### src/rtl/bcd_stopwatch_if.sv
// bcd_stopwatch_if
//   Groups the stopwatch's button inputs and display-facing outputs.
//   master : drives the raw buttons, observes the count (board / testbench side)
//   slave  : the stopwatch itself
//   btn_start_stop, btn_clear : raw asynchronous push-buttons, active-high
//   digits   : packed BCD SS.hh, [15:12] tens of s ... [3:0] hundredths
//   running  : high while the stopwatch is counting
//   overflow : sticky, set when the count wraps 99.99 -> 00.00
interface bcd_stopwatch_if;
  logic        btn_start_stop;
  logic        btn_clear;
  logic [15:0] digits;
  logic        running;
  logic        overflow;

  modport master (
    output btn_start_stop, btn_clear,
    input  digits, running, overflow
  );

  modport slave (
    input  btn_start_stop, btn_clear,
    output digits, running, overflow
  );
endinterface

### src/rtl/bcd_stopwatch.sv
// bcd_stopwatch
//   Four-digit BCD stopwatch (00.00 .. 99.99 s) for the seven-segment scan stage.
//   Two raw buttons (start/stop, clear) are synchronised and debounced here;
//   a prescaler derives the count tick from clk while running.
//   Ports:
//     clk   : system clock, rising edge
//     rst_n : asynchronous active-low reset
//     sw    : bcd_stopwatch_if.slave (buttons in; digits/running/overflow out)
module bcd_stopwatch #(
  parameter int CLK_HZ     = 100_000_000,
  parameter int TICK_HZ    = 100,
  parameter int DEB_CYCLES = 1_000_000
) (
  input  logic           clk,
  input  logic           rst_n,
  bcd_stopwatch_if.slave sw
);

  localparam int PRESC_MAX = CLK_HZ / TICK_HZ - 1;
  localparam int PW        = (PRESC_MAX > 0) ? $clog2(PRESC_MAX + 1) : 1;
  localparam int DW        = $clog2(DEB_CYCLES);

  typedef enum logic [1:0] {IDLE, RUN, PAUSE} state_t;

  // bit 0 = start/stop, bit 1 = clear
  logic [1:0] btn_raw;
  logic [1:0] press;

  assign btn_raw = {sw.btn_clear, sw.btn_start_stop};

  // ---------------------------------------------------------------------------
  // Button conditioning: 2-flop synchroniser, then a counter that must see the
  // synced level disagree with the accepted level for DEB_CYCLES consecutive
  // cycles before the accepted level follows. The press pulse is registered in
  // the same edge that accepts a new high level, so it lasts exactly one cycle.
  // ---------------------------------------------------------------------------
  for (genvar gi = 0; gi < 2; gi++) begin : g_btn
    logic          sync1_q, sync1_d;
    logic          sync2_q, sync2_d;
    logic          level_q, level_d;
    logic          pulse_q, pulse_d;
    logic [DW-1:0] cnt_q,   cnt_d;

    always_comb begin
      sync1_d = btn_raw[gi];
      sync2_d = sync1_q;
      level_d = level_q;
      pulse_d = 1'b0;
      cnt_d   = '0;
      if (sync2_q != level_q) begin
        if (cnt_q == DW'(DEB_CYCLES - 1)) begin
          level_d = sync2_q;
          pulse_d = sync2_q;  // only a rising accepted level is a press
        end else begin
          cnt_d = cnt_q + 1'b1;
        end
      end
    end

    always_ff @(posedge clk or negedge rst_n) begin
      if (!rst_n) begin
        sync1_q <= 1'b0;
        sync2_q <= 1'b0;
        level_q <= 1'b0;
        pulse_q <= 1'b0;
        cnt_q   <= '0;
      end else begin
        sync1_q <= sync1_d;
        sync2_q <= sync2_d;
        level_q <= level_d;
        pulse_q <= pulse_d;
        cnt_q   <= cnt_d;
      end
    end

    assign press[gi] = pulse_q;
  end

  // ---------------------------------------------------------------------------
  // Timebase and BCD counter
  // ---------------------------------------------------------------------------
  state_t      state_q,    state_d;
  logic [PW-1:0] presc_q,  presc_d;
  logic [15:0] digits_q,   digits_d;
  logic        overflow_q, overflow_d;
  logic        running_q,  running_d;

  logic        tick;
  logic [4:0]  carry;
  logic [15:0] digits_inc;

  assign tick     = (state_q == RUN) && (presc_q == PW'(PRESC_MAX));
  assign carry[0] = tick;

  // Decimal ripple: each nibble advances only when every lower nibble is 9,
  // so a nibble can never leave 0..9.
  for (genvar gi = 0; gi < 4; gi++) begin : g_digit
    logic [3:0] d;
    assign d                      = digits_q[4*gi +: 4];
    assign carry[gi+1]            = carry[gi] && (d == 4'd9);
    assign digits_inc[4*gi +: 4]  = !carry[gi]  ? d :
                                    (d == 4'd9) ? 4'd0 : d + 4'd1;
  end

  always_comb begin
    state_d    = state_q;
    presc_d    = presc_q;
    digits_d   = digits_inc;
    overflow_d = overflow_q | carry[4];

    // Prescaler only advances while running, so PAUSE keeps the partial period.
    if (state_q == RUN) begin
      presc_d = tick ? '0 : presc_q + 1'b1;
    end

    case (state_q)
      IDLE:    if (press[0]) state_d = RUN;
      RUN:     if (press[0]) state_d = PAUSE;
      PAUSE:   if (press[0]) state_d = RUN;
      default: state_d = IDLE;
    endcase

    // Clear overrides everything, including a tick or start/stop this cycle.
    if (press[1]) begin
      state_d    = IDLE;
      presc_d    = '0;
      digits_d   = '0;
      overflow_d = 1'b0;
    end

    running_d = (state_d == RUN);
  end

  always_ff @(posedge clk or negedge rst_n) begin
    if (!rst_n) begin
      state_q    <= IDLE;
      presc_q    <= '0;
      digits_q   <= '0;
      overflow_q <= 1'b0;
      running_q  <= 1'b0;
    end else begin
      state_q    <= state_d;
      presc_q    <= presc_d;
      digits_q   <= digits_d;
      overflow_q <= overflow_d;
      running_q  <= running_d;
    end
  end

  assign sw.digits   = digits_q;
  assign sw.running  = running_q;
  assign sw.overflow = overflow_q;

endmodule

### src/flat_wrapper.sv
// flat-port wrapper written by rule: the top's interface ports become plain ports
module bcd_stopwatch_flat 
#(
  parameter int CLK_HZ     = 100_000_000,
  parameter int TICK_HZ    = 100,
  parameter int DEB_CYCLES = 1_000_000
)
  (clk, rst_n, sw_btn_start_stop, sw_btn_clear, sw_digits, sw_running, sw_overflow);
  bcd_stopwatch_if sw_i ();
  input  logic clk;
  input  logic rst_n;
  input wire logic [$bits(sw_i.btn_start_stop)-1:0] sw_btn_start_stop;
  input wire logic [$bits(sw_i.btn_clear)-1:0] sw_btn_clear;
  output wire logic [$bits(sw_i.digits)-1:0] sw_digits;
  output wire logic [$bits(sw_i.running)-1:0] sw_running;
  output wire logic [$bits(sw_i.overflow)-1:0] sw_overflow;
  assign sw_i.btn_start_stop = sw_btn_start_stop;
  assign sw_i.btn_clear = sw_btn_clear;
  assign sw_digits = sw_i.digits;
  assign sw_running = sw_i.running;
  assign sw_overflow = sw_i.overflow;
  bcd_stopwatch #(.CLK_HZ(CLK_HZ), .TICK_HZ(TICK_HZ), .DEB_CYCLES(DEB_CYCLES)) u_core (.clk(clk), .rst_n(rst_n), .sw(sw_i));
endmodule
### config.mk
export PLATFORM = sky130hd
export DESIGN_NAME = bcd_stopwatch_flat
export DESIGN_NICKNAME = d
export VERILOG_FILES = /design/src/rtl/bcd_stopwatch_if.sv /design/src/rtl/bcd_stopwatch.sv /design/src/flat_wrapper.sv
export SDC_FILE = /design/constraint.sdc
export NUM_CORES = 1
export LEC_CHECK = 0
export ABC_AREA = 0
export ABC_CLOCK_PERIOD_IN_PS = 5850
export BUFFER_PORTS_ARGS = -buffer_cell sky130_fd_sc_hd__buf_2
export CAP_MARGIN = 20
export CELL_PAD_IN_SITES_DETAIL_PLACEMENT = 1
export CELL_PAD_IN_SITES_GLOBAL_PLACEMENT = 1
export CORE_MARGIN = 8
export CORE_UTILIZATION = 50
export CTS_CLUSTER_SIZE = 40
export DETAILED_ROUTE_END_ITERATION = 16
export MAX_ROUTING_LAYER = met4
export PLACE_DENSITY = 0.9
export SETUP_SLACK_MARGIN = 0.4
export SYNTH_ARGS = -nofsm -noshare
export SYNTH_HDL_FRONTEND = slang
export SYNTH_SLANG_ARGS = --single-unit
### constraint.sdc
create_clock -name clk -period 5.85 [get_ports clk]
set_clock_uncertainty 0.2 [all_clocks]
set_input_delay 0.2925 -clock clk [delete_from_list [all_inputs] [get_ports clk]]
set_output_delay 0.2925 -clock clk [all_outputs]
set_load 0.02 [all_outputs]
==> summary.md <==
| Metric | Value |
|---|---|
| CORE AREA | 8550 um2 |
| P_sw | 0.237 mW |
| Status | completed |
| Tmin final | 2.87 ns |
| Int Power | 0.785 mW |
| Routed len/inst | 16.8 um |
| Synth cell count leaders | 88 x dfrtp_1, 72 x nor2_1, 40 x nand2_1 |
| DR iter-0 viols | 116 |
| # setup viols final | 0 |
| Max-cap viol count | 0 |
| Vias in the first global route | 3509 |
| Max-slew headroom | 0.289 |
| Yosys warns | 0 |
| TritonCTS clock tree | yes |
| Drt pass-1 iters | 4 |
| Fin. max-slew vios | 0 |
| Register share of total power | 0.604 |
| TNS Setup | 0 ns |
| Cell breakdown of the critical path | inv_1, a2111oi_0, nand4_1, xor2_1, nor2_1 |
| Hold EP | u_core.g_btn[0].sync2_q |
| Clock sinks | 88 |
| Die X | 109 um |
| P_leak | 2.15 nW |
| Root Buffer Master | clkbuf_8 |
| Vias | 3326 |
| Setup bufs post-CTS | 0 |
| Clock Power Share | 0.370 |
| Clock Latency Late Sink | 0.36 ns |
| Grt met3 use | 0.0301 |
| Crit path capture type | flop |
| Met2 GRT Util | 0.295 |
| CP peak stage delay | 0.95 ns |
| Yosys reg bits | 88 |
| Input/output buffers | 21 |
| Full die area | 11900 um2 |
| Critical-path cell with the highest stage delay | a2111oi_0 |
| Num CTS Buffers | 9 |
| Clock Path Buffers | 2 |
| R2R depth | 5 |
| Hold path start | u_core.g_btn[0].sync1_q |
| Pin count of the biggest net entering global routing | 62 |
| Gr ovfl total | 0 |
| # rows | 34 |
| PD cells | 215 nW/um2 |
| First-pass GRT wire length | 16.9 mm |
| Top-count cell post-synth | dfrtp_1 |
| Fill cell count | 950 |
| Post-synth ARST share | 1.00 |
| Crit Path Max Fanout | 28 |
| Setup CP Type | flop to flop |
| Post-synth design cell area | 4340 um2 |
| Switching Fraction | 0.232 |
| DRC errors left | 0 |
| ANT cells | 0 |
| Post-synth EDFFs | 0 |
| Routed Antenna Nets | 0 |
| Layout Area Growth over Synthesis | 9.41% |
| Sequential area share after synthesis | 0.508 |
| Max Clock Freq | 348 MHz |
| Yosys top cell by area | dfrtp_1 |
| Post-Syn Nets | 459 |
| Die H | 109 um |
| Io pins | 22 |
| Synth area leaders | dfrtp_1 51%, nor2_1 6.2%, xor2_1 6.1% |
| Total GRT Usage | 0.184 |
| Routed Wire Length | 9.79 mm |
| Initial antenna violation count | 0 |
| RSZ-0062 raised after global routing | no |
| Grt peak-use layer | met2 |
| Hold Path Cell Cnt | 0 |
| Prevailing post-synth register cell | dfrtp_1 |
| Critical Path RT | 5.87 ns |
| Mapped Avg Cell Area | 9.77 um2 |
| Hold Violations, Final | 0 |
| Combinational share of power | 0.026 |
| H-tree lvl count | 3 |
| Syn Inst Count | 444 |
| Gpl congestion | 0.825 |
| Initial Util | 0.507 |
| Non-filler instance count after layout | 583 |
| Share of cells above drive strength 1 | 0.101 |
| Post-synthesis cell type count | 40 |
| Critical register-to-register path startpoint | u_core.g_btn[1].pulse_q |
| Routed vias/inst | 5.70 |
| Nets | 485 |
| Worst VDD drop | 0.000116 V |
| Area share of the largest cell type after synthesis | 0.508 |
| Worst setup SP type | flop |
| HPWL Detailed | 6.68 mm |
| Placed Cells | 564 |
| Worst-path clk slew | 0.08 ns |
| RR Endpoint | u_core.presc_q[13] |
| R2R setup slack | 2.98 ns |
| CP arrival | 2.89 ns |
| Worst Hold Class | flop to flop |
| Slew @ Worst Pin | 1.04 ns |
| Met1 usage | 0.221 |
| Fin crit share | 0.491 |
==> registers in the layout (all words and copies together), names as in the netlist <==
| register | count |
|---|---|
| u_core.g_btn.level_q | 2 |
| u_core.presc_q | 20 |
| u_core.g_btn.sync2_q | 2 |
| u_core.sw.digits | 16 |
| u_core.g_btn.cnt_q | 40 |
| u_core.state_q | 2 |
| u_core.sw.running | 1 |
| u_core.g_btn.sync1_q | 2 |
| u_core.g_btn.pulse_q | 2 |
| u_core.sw.overflow | 1 |
==> cell families after synthesis <==
kind of cell,count (synthesis),share of synthesized area
mux,3,0.00779
simple gates,230,0.278
xor+xnor,54,0.109
buf+inv,21,0.0185
compound gates,37,0.0470
fa+ha+maj,11,0.0317
flops,88,0.508
==> critical path: cells and delay by family (launching register included) <==
family / cells / cell delay [ns]
AOI/OAI and AO/OA: 1 / 0.95
xor gates and xnor gates: 1 / 0.18
buffers and inverters: 1 / 0.23
DFF: 1 / 0.93
and+or+nand+nor: 2 / 0.26
==> how the worst max path moves through the flow <==
stage / startpoint / to / slack, ns / cells past startpoint
finish: u_core.g_btn[1].pulse_q / u_core.presc_q[13] / 2.98 / 5
global route: u_core.g_btn[1].pulse_q / u_core.presc_q[15] / 2.74 / 5
CTS: u_core.g_btn[1].pulse_q / u_core.presc_q[13] / 3.02 / 5
detailed placement: u_core.g_btn[1].pulse_q / u_core.presc_q[13] / 3.03 / 5
global placement: u_core.g_btn[1].pulse_q / u_core.presc_q[13] / 3.06 / 5
floorplan: u_core.presc_q[15] / u_core.sw.digits[14] / 3.48 / 5
==> power by group through the flow <==
| stage | combinational (mW) | sequential (mW) | clock, mW |
|---|---|---|---|
| after floorplan | 0.00978 | 0.628 | 0 |
| after global placement | 0.0253 | 0.629 | 0 |
| after detailed placement | 0.0263 | 0.629 | 0 |
| after CTS | 0.0280 | 0.617 | 0.389 |
| after global routing | 0.0316 | 0.618 | 0.413 |
| final | 0.0266 | 0.617 | 0.378 |
==> through the flow <==
stage / hold WS [ns] / util / total power [mW] / cell area [um2] / worst slack (ns)
2_1_floorplan: -0.203 / - / 0.638 / 4340 / 3.48
3_3_place_gp: 0.0315 / 0.532 / 0.654 / 4550 / 3.06
5_1_grt: 0.163 / 0.555 / 1.06 / 4740 / 2.74
6_report: 0.153 / 0.555 / 1.02 / 4740 / 2.98
3_5_place_dp: 0.0376 / 0.532 / 0.655 / 4550 / 3.03
4_1_cts: 0.155 / 0.555 / 1.03 / 4740 / 3.02
==> metal layers <==
layer / up-vias / share of wire
met5: - / 0
met3: 21 / 0.027
met1: 1690 / 0.44
met4: 0 / 0.025
li1: 1577 / -
met2: 38 / 0.51
==> layout by cell type, fill, tap and decap left out, types with 4 or more instances in the layout <==
| cell type | instances |
|---|---|
| and3_1 | 10 |
| or3_1 | 14 |
| xor2_1 | 30 |
| nor3_1 | 12 |
| dfrtp_1 | 88 |
| or4_1 | 5 |
| xnor2_1 | 24 |
| clkbuf_8 | 10 |
| or2_2 | 4 |
| nor3b_1 | 4 |
| buf_2 | 20 |
| and4_1 | 6 |
| nor2b_1 | 6 |
| nand3_1 | 27 |
| nor4_1 | 4 |
| inv_1 | 11 |
| nand4_1 | 11 |
| a21oi_1 | 21 |
| ha_1 | 11 |
| nand2_1 | 40 |
| nor2_1 | 72 |
| o21ai_0 | 11 |
==> final cells by class <==
| class | instances | area [um2] | share of cell area |
|---|---|---|---|
| well taps | 108 | 135 | 0.0285 |
| flip-flops and latches | 88 | 2200 | 0.464 |
| clock inverters | 3 | 17.5 | 0.00369 |
| multi-input cells | 335 | 2050 | 0.433 |
| inverters | 11 | 41.3 | 0.00870 |
| repair buffers | 25 | 145 | 0.0306 |
| clock buffers | 13 | 149 | 0.0314 |
==> repair_timing <==
item | in CTS | in global routing
endpoints found under the hold margin | 29 | 0
hold buffers | 3 | 0
gates resized for setup | 0 | 0
Note: power is estimated with default switching activity, not from simulation.
